**src/rtl/pa_riscv_pkg.sv**
```systemverilog
// Shared types and constants for the memory responder slice.
// Holds the responder FSM encoding and the word size in bytes.
package pa_riscv;

    typedef enum logic [1:0] {
        MEM_IDLE,
        MEM_WAIT,
        MEM_RESPOND
    } memRspState_t;

    localparam int WORD_BYTES = 4;

endpackage

```
**src/rtl/memory_responder_word_ram.sv**
```systemverilog
// DEPTH_WORDS x 32 array with one synchronous write port and one registered read port.
// Contents are never reset.
module word_ram #(
    parameter int    DEPTH_WORDS = 64,
    parameter string MEM_INIT    = "",
    localparam int   IDX_W       = $clog2(DEPTH_WORDS)
) (
    input  logic             i_clk,
    input  logic             i_we,
    input  logic [IDX_W-1:0] i_waddr,
    input  logic [31:0]      i_wdata,
    input  logic [IDX_W-1:0] i_raddr,
    output logic [31:0]      o_rdata
);

    logic [31:0] mem_q [DEPTH_WORDS];
    logic [31:0] rdata_q;

    always_ff @(posedge i_clk) begin
        if (i_we) mem_q[i_waddr] <= i_wdata;
        rdata_q <= mem_q[i_raddr];
    end

    assign o_rdata = rdata_q;

endmodule

```
**src/rtl/memory_responder.sv**
```systemverilog
// Single-outstanding memory responder: valid/ready request in, valid/ready response out.
// Response valid LATENCY+1 cycles after accept; held stable until i_rspReady, no new request meanwhile.
module memory_responder
    import pa_riscv::*;
#(
    parameter int    DEPTH_WORDS = 64,
    parameter int    LATENCY     = 2,
    parameter string MEM_INIT    = ""
) (
    input  logic        i_clk,
    input  logic        i_arst,
    input  logic        i_reqValid,
    output logic        o_reqReady,
    input  logic [31:0] i_reqAddress,
    input  logic        i_reqWriteEn,
    input  logic [31:0] i_reqWriteData,
    output logic        o_rspValid,
    input  logic        i_rspReady,
    output logic [31:0] o_rspReadData,
    output logic        o_rspError
);

    localparam int          IDX_W    = $clog2(DEPTH_WORDS);
    localparam int          OFS_W    = $clog2(WORD_BYTES);
    localparam logic [3:0]  LAT_INIT = 4'(LATENCY);
    localparam logic [29:0] DEPTH_30 = 30'(DEPTH_WORDS);

    memRspState_t state_q, state_d;
    logic [3:0]   cnt_q, cnt_d;
    logic [31:0]  addr_q, addr_d;
    logic [31:0]  wdata_q, wdata_d;
    logic         we_q, we_d;
    logic         vld_q, vld_d;
    logic         err_q, err_d;
    logic [31:0]  rdata_q, rdata_d;

    logic             req_err;
    logic             ram_we;
    logic [IDX_W-1:0] ram_raddr;
    logic [31:0]      ram_rdata;

    assign req_err = (addr_q[OFS_W-1:0] != '0) || (addr_q[31:OFS_W] >= DEPTH_30);
    assign ram_we  = (state_q == MEM_RESPOND) && !vld_q && we_q && !req_err;

    // In IDLE the read port follows the incoming address so LATENCY=0 still has data one edge later.
    assign ram_raddr = (state_q == MEM_IDLE) ? i_reqAddress[IDX_W+OFS_W-1:OFS_W]
                                             : addr_q[IDX_W+OFS_W-1:OFS_W];

    word_ram #(
        .DEPTH_WORDS (DEPTH_WORDS),
        .MEM_INIT    (MEM_INIT)
    ) u_ram (
        .i_clk   (i_clk),
        .i_we    (ram_we),
        .i_waddr (addr_q[IDX_W+OFS_W-1:OFS_W]),
        .i_wdata (wdata_q),
        .i_raddr (ram_raddr),
        .o_rdata (ram_rdata)
    );

    always_comb begin
        state_d = state_q;
        cnt_d   = cnt_q;
        addr_d  = addr_q;
        wdata_d = wdata_q;
        we_d    = we_q;
        vld_d   = vld_q;
        err_d   = err_q;
        rdata_d = rdata_q;
        case (state_q)
            MEM_IDLE: begin
                if (i_reqValid) begin
                    addr_d  = i_reqAddress;
                    we_d    = i_reqWriteEn;
                    wdata_d = i_reqWriteData;
                    cnt_d   = LAT_INIT;
                    state_d = (LAT_INIT != 4'd0) ? MEM_WAIT : MEM_RESPOND;
                end
            end
            MEM_WAIT: begin
                cnt_d = cnt_q - 4'd1;
                if (cnt_q <= 4'd1) state_d = MEM_RESPOND;
            end
            MEM_RESPOND: begin
                // First edge in RESPOND commits the access; later edges only wait for the handshake.
                if (!vld_q) begin
                    vld_d   = 1'b1;
                    err_d   = req_err;
                    rdata_d = (req_err || we_q) ? 32'd0 : ram_rdata;
                end else if (i_rspReady) begin
                    vld_d   = 1'b0;
                    err_d   = 1'b0;
                    rdata_d = 32'd0;
                    state_d = MEM_IDLE;
                end
            end
            default: state_d = MEM_IDLE;
        endcase
    end

    always_ff @(posedge i_clk or posedge i_arst) begin
        if (i_arst) begin
            state_q <= MEM_IDLE;
            cnt_q   <= 4'd0;
            addr_q  <= 32'd0;
            wdata_q <= 32'd0;
            we_q    <= 1'b0;
            vld_q   <= 1'b0;
            err_q   <= 1'b0;
            rdata_q <= 32'd0;
        end else begin
            state_q <= state_d;
            cnt_q   <= cnt_d;
            addr_q  <= addr_d;
            wdata_q <= wdata_d;
            we_q    <= we_d;
            vld_q   <= vld_d;
            err_q   <= err_d;
            rdata_q <= rdata_d;
        end
    end

    assign o_reqReady    = (state_q == MEM_IDLE);
    assign o_rspValid    = vld_q;
    assign o_rspReadData = rdata_q;
    assign o_rspError    = err_q;

endmodule

```
**config.mk**
```make
export PLATFORM = sky130hd
export DESIGN_NAME = memory_responder
export DESIGN_NICKNAME = d
export VERILOG_FILES = /design/src/rtl/pa_riscv_pkg.sv /design/src/rtl/memory_responder_word_ram.sv /design/src/rtl/memory_responder.sv
export SDC_FILE = /design/constraint.sdc
export NUM_CORES = 2
export LEC_CHECK = 0
export CAP_MARGIN = 20
export CORE_UTILIZATION = 43
export CTS_CLUSTER_SIZE = 30
export DETAILED_ROUTE_END_ITERATION = 7
export GPL_ROUTABILITY_DRIVEN = 0
export SYNTH_ARGS = -nofsm -noshare
export SYNTH_HDL_FRONTEND = slang
export SYNTH_SLANG_ARGS = --single-unit
```
**constraint.sdc**
```tcl
create_clock -name i_clk -period 9.25 [get_ports i_clk]
set_clock_uncertainty 0.15 [all_clocks]
set_input_delay 2.3125 -clock i_clk [delete_from_list [all_inputs] [get_ports i_clk]]
set_output_delay 2.3125 -clock i_clk [all_outputs]
set_load 0.02 [all_outputs]
```
==> results.cfg <==
[detailed_routing]
wl_mm = 246.3
wl_per_cell_um = 31.75
dr.pass1.iters = 6
dr.first_iter.drc_count = 6042
drc_errors = 0
final_antenna_net_count = 0
dr_total_vias = 47450
vias_per_cell = 6.117

[critical_path]
crit_buf_inv = 3
critical-path-slowest-cell = o32ai_1
crit_path_max_incr_delay_ns = 0.86
path_cells = clkdlybuf4s50_1, or4b_1, o21a_4, buf_12, o32ai_1, nor4_1, a2111oi_0, buf_4, nand4_1
crit_type = input pin to register
cp-start-kind = input pin
cp_top_family = compound AO/OA/AOI/OAI gates
crit_arrival_ns = 6.44
worstPathMaxFanout = 43
crit_required_ns = 9.81
r2r_slack_ns = 3.60
cp-end-kind = register

[clock_network]
cts_root_buf = clkbuf_16
htreeDepth = 4
cts.sink_count = 2185
cts_resized = 0
cts_buffer_depth = 3
cts_setup_buffers = 0
cts_made_buffers = 210
cts_tree = done
cts_hold_buf = 0
clk_latency_ns = 0.86
path_clk_slew_ns = 0.06

[logic_synthesis]
synth-main-ff-cell = edfxtp_1
synthCells = 4744
ys_ff_latch = 2185
ys_warn_count = 0
synth_edf_count = 2048
netlist_area_mm2 = 0.08657
synth_nets = 4815
avgSynthCellArea_um2 = 18.25
async_reset_ff_frac = 0.04805
ys_seq_area_frac = 0.7482
ys_types = 58

[timing]
maxSlewViolCount = 0
fin_tns_setup_ns = 0
post-route-period-util = 0.6356
worst_pin_slew_ns = 1.124
rsz0062_at_grt = no
fin_crit_ns = 5.879
slew_headroom = 0.2491
fmax_mhz = 170.1
final-hold-violation-count = 0
finalSetupViolCount = 0

[global_route]
grt_pass1_vias = 46830
grt_max_degree = 118
track_usage = 0.2396
overflow = 0
grt_pass1_wl_mm = 345.8
antenna_found_initial = 7

[power_and_ir_drop]
power_density_mw_per_mm2 = 326.1
leakage_nw = 32.37
power_mw = 32.15
ir_worst_vdd_mv = 0.4778

[final_layout]
drive_above_1_share = 0.1845
layout_common_cells = edfxtp_1, mux2i_1, mux4_2
area_delta_synth_final_pct = 13.89
nets = 4982
final_common_cell = edfxtp_1

[floorplanning]
start_util = 0.4331
die-area_mm2 = 0.2031
row_count = 164
die_h_um = 450.7
die_x_um = 450.7
coreArea_mm2 = 0.1999
ios = 104

[run]
drv_cap = 0

[outcome]
status = completed

[placement]
portBuffers = 103
detailed_place_hpwl_mm = 131.6

[min_path]
hp-class = register to register
==> routing by layer <==
layer	vias up	track usage	wire, um
li1	19800	-	-
met4	8	0.09141	9360
met5	-	0	41
met3	431	0.04640	19970
met1	25090	0.3156	96490
met2	2113	0.3934	120400
==> cell type report <==
class                   instances  area, um^2
flip-flops and latches       2185       64810
inverters                       8       40.04
fillers                     16270      101300
clock buffers                 296        5886
diodes                          6       15.01
multi-input cells            2222       20860
repair buffers                284        2795
well taps                    2656        3323
clock inverters               100       862.1
==> where the power goes <==
part	leakage, nW	internal [mW]	switching [mW]
combinational	9.07	3.78	6.60
clock	3.32	4.79	3.65
sequential	20.0	12.5	0.865
==> registers in the layout, summed over array words and instances (netlist names) <==
name / cells
u_ram.mem_q: 2048
cnt_q: 4
wdata_q: 32
o_rspError: 1
we_q: 1
o_rspReadData: 32
u_ram.o_rdata: 32
addr_q: 32
state_q: 2
o_rspValid: 1
==> Yosys cell counts (4+ instances only) <==
| cell | instances | area, um^2 |
|---|---|---|
| buf_1 | 18 | 67.56 |
| clkbuf_1 | 154 | 578.1 |
| inv_1 | 7 | 26.28 |
| mux4_2 | 256 | 5766 |
| dfxtp_1 | 32 | 640.6 |
| edfxtp_1 | 2048 | 61500 |
| a32oi_1 | 13 | 113.9 |
| a211oi_1 | 180 | 1351 |
| dfrtp_1 | 105 | 2628 |
| nor4_1 | 92 | 575.6 |
| nand4_1 | 23 | 143.9 |
| a2111oi_0 | 20 | 175.2 |
| a311o_1 | 20 | 200.2 |
| mux2_2 | 77 | 867.1 |
| a22oi_1 | 68 | 510.5 |
| buf_6 | 14 | 157.7 |
| o32ai_1 | 64 | 560.5 |
| o211ai_1 | 37 | 277.8 |
| a22o_1 | 74 | 648.1 |
| nor2b_1 | 4 | 25.02 |
| and2_1 | 21 | 131.4 |
| mux2i_1 | 459 | 4594 |
| nand2b_1 | 30 | 187.7 |
| and3_1 | 183 | 1145 |
| nand2_1 | 145 | 544.3 |
| a222oi_1 | 32 | 320.3 |
| o21ai_0 | 13 | 65.06 |
| a31oi_1 | 59 | 369.1 |
| nor2_1 | 240 | 900.9 |
| buf_2 | 122 | 610.6 |
| a21oi_1 | 34 | 170.2 |
| buf_4 | 20 | 150.1 |
| nor3_1 | 10 | 50.05 |
| nand3_1 | 22 | 110.1 |
| and4_1 | 12 | 105.1 |
==> worst register-to-register path: stages (launching register included) <==
cell and delay (ns):
dfrtp_1 0.32, buf_4 0.37, or2_4 0.65, inv_8 0.39, buf_12 0.42, o21a_4 0.59
buf_12 0.28, o32ai_1 0.93, nor4_1 0.18, a2111oi_0 0.86, buf_4 0.26, nand4_1 0.12
==> cells by family after synthesis <==
logic type                 Yosys count  synth area share
AOI/OAI and AO/OA                  629           0.05637
DFF                               2185            0.7482
and+or+nand+nor                    799           0.04693
buffers and inverters              337           0.01853
muxes                              792            0.1297
adders and majority gates            2         0.0002890
==> final timing paths <==
path	from	end	cells after the start
max	i_reqAddress[3]	u_ram.o_rdata[2]	9
min	u_ram.o_rdata[19]	o_rspReadData[19]	1
max reg2reg	state_q[0]	u_ram.o_rdata[2]	11
min reg2reg	u_ram.o_rdata[19]	o_rspReadData[19]	1
max in group asynchronous	i_arst	wdata_q[26]	3
min in group asynchronous	i_arst	addr_q[25]	2
==> stage by stage <==
| stage | cell area, um^2 | utilization | worst slack, ns | hold slack [ns] | instances |
|---|---|---|---|---|---|
| 6_report | 98590 | 0.4933 | 3.371 | 0.3056 | 7757 |
| 5_1_grt | 98580 | 0.4933 | 3.380 | 0.3336 | 7754 |
| 4_1_cts | 98190 | 0.4913 | 3.481 | 0.3018 | 7734 |
| 3_5_place_dp | 91440 | 0.4575 | 2.672 | 0.2978 | 7338 |
| 3_3_place_gp | 91400 | 0.4573 | 2.677 | 0.2871 | 7335 |
| 2_1_floorplan | 86570 | - | 4.027 | 0.2766 | 4744 |
Power figures use the tool's default switching activity.
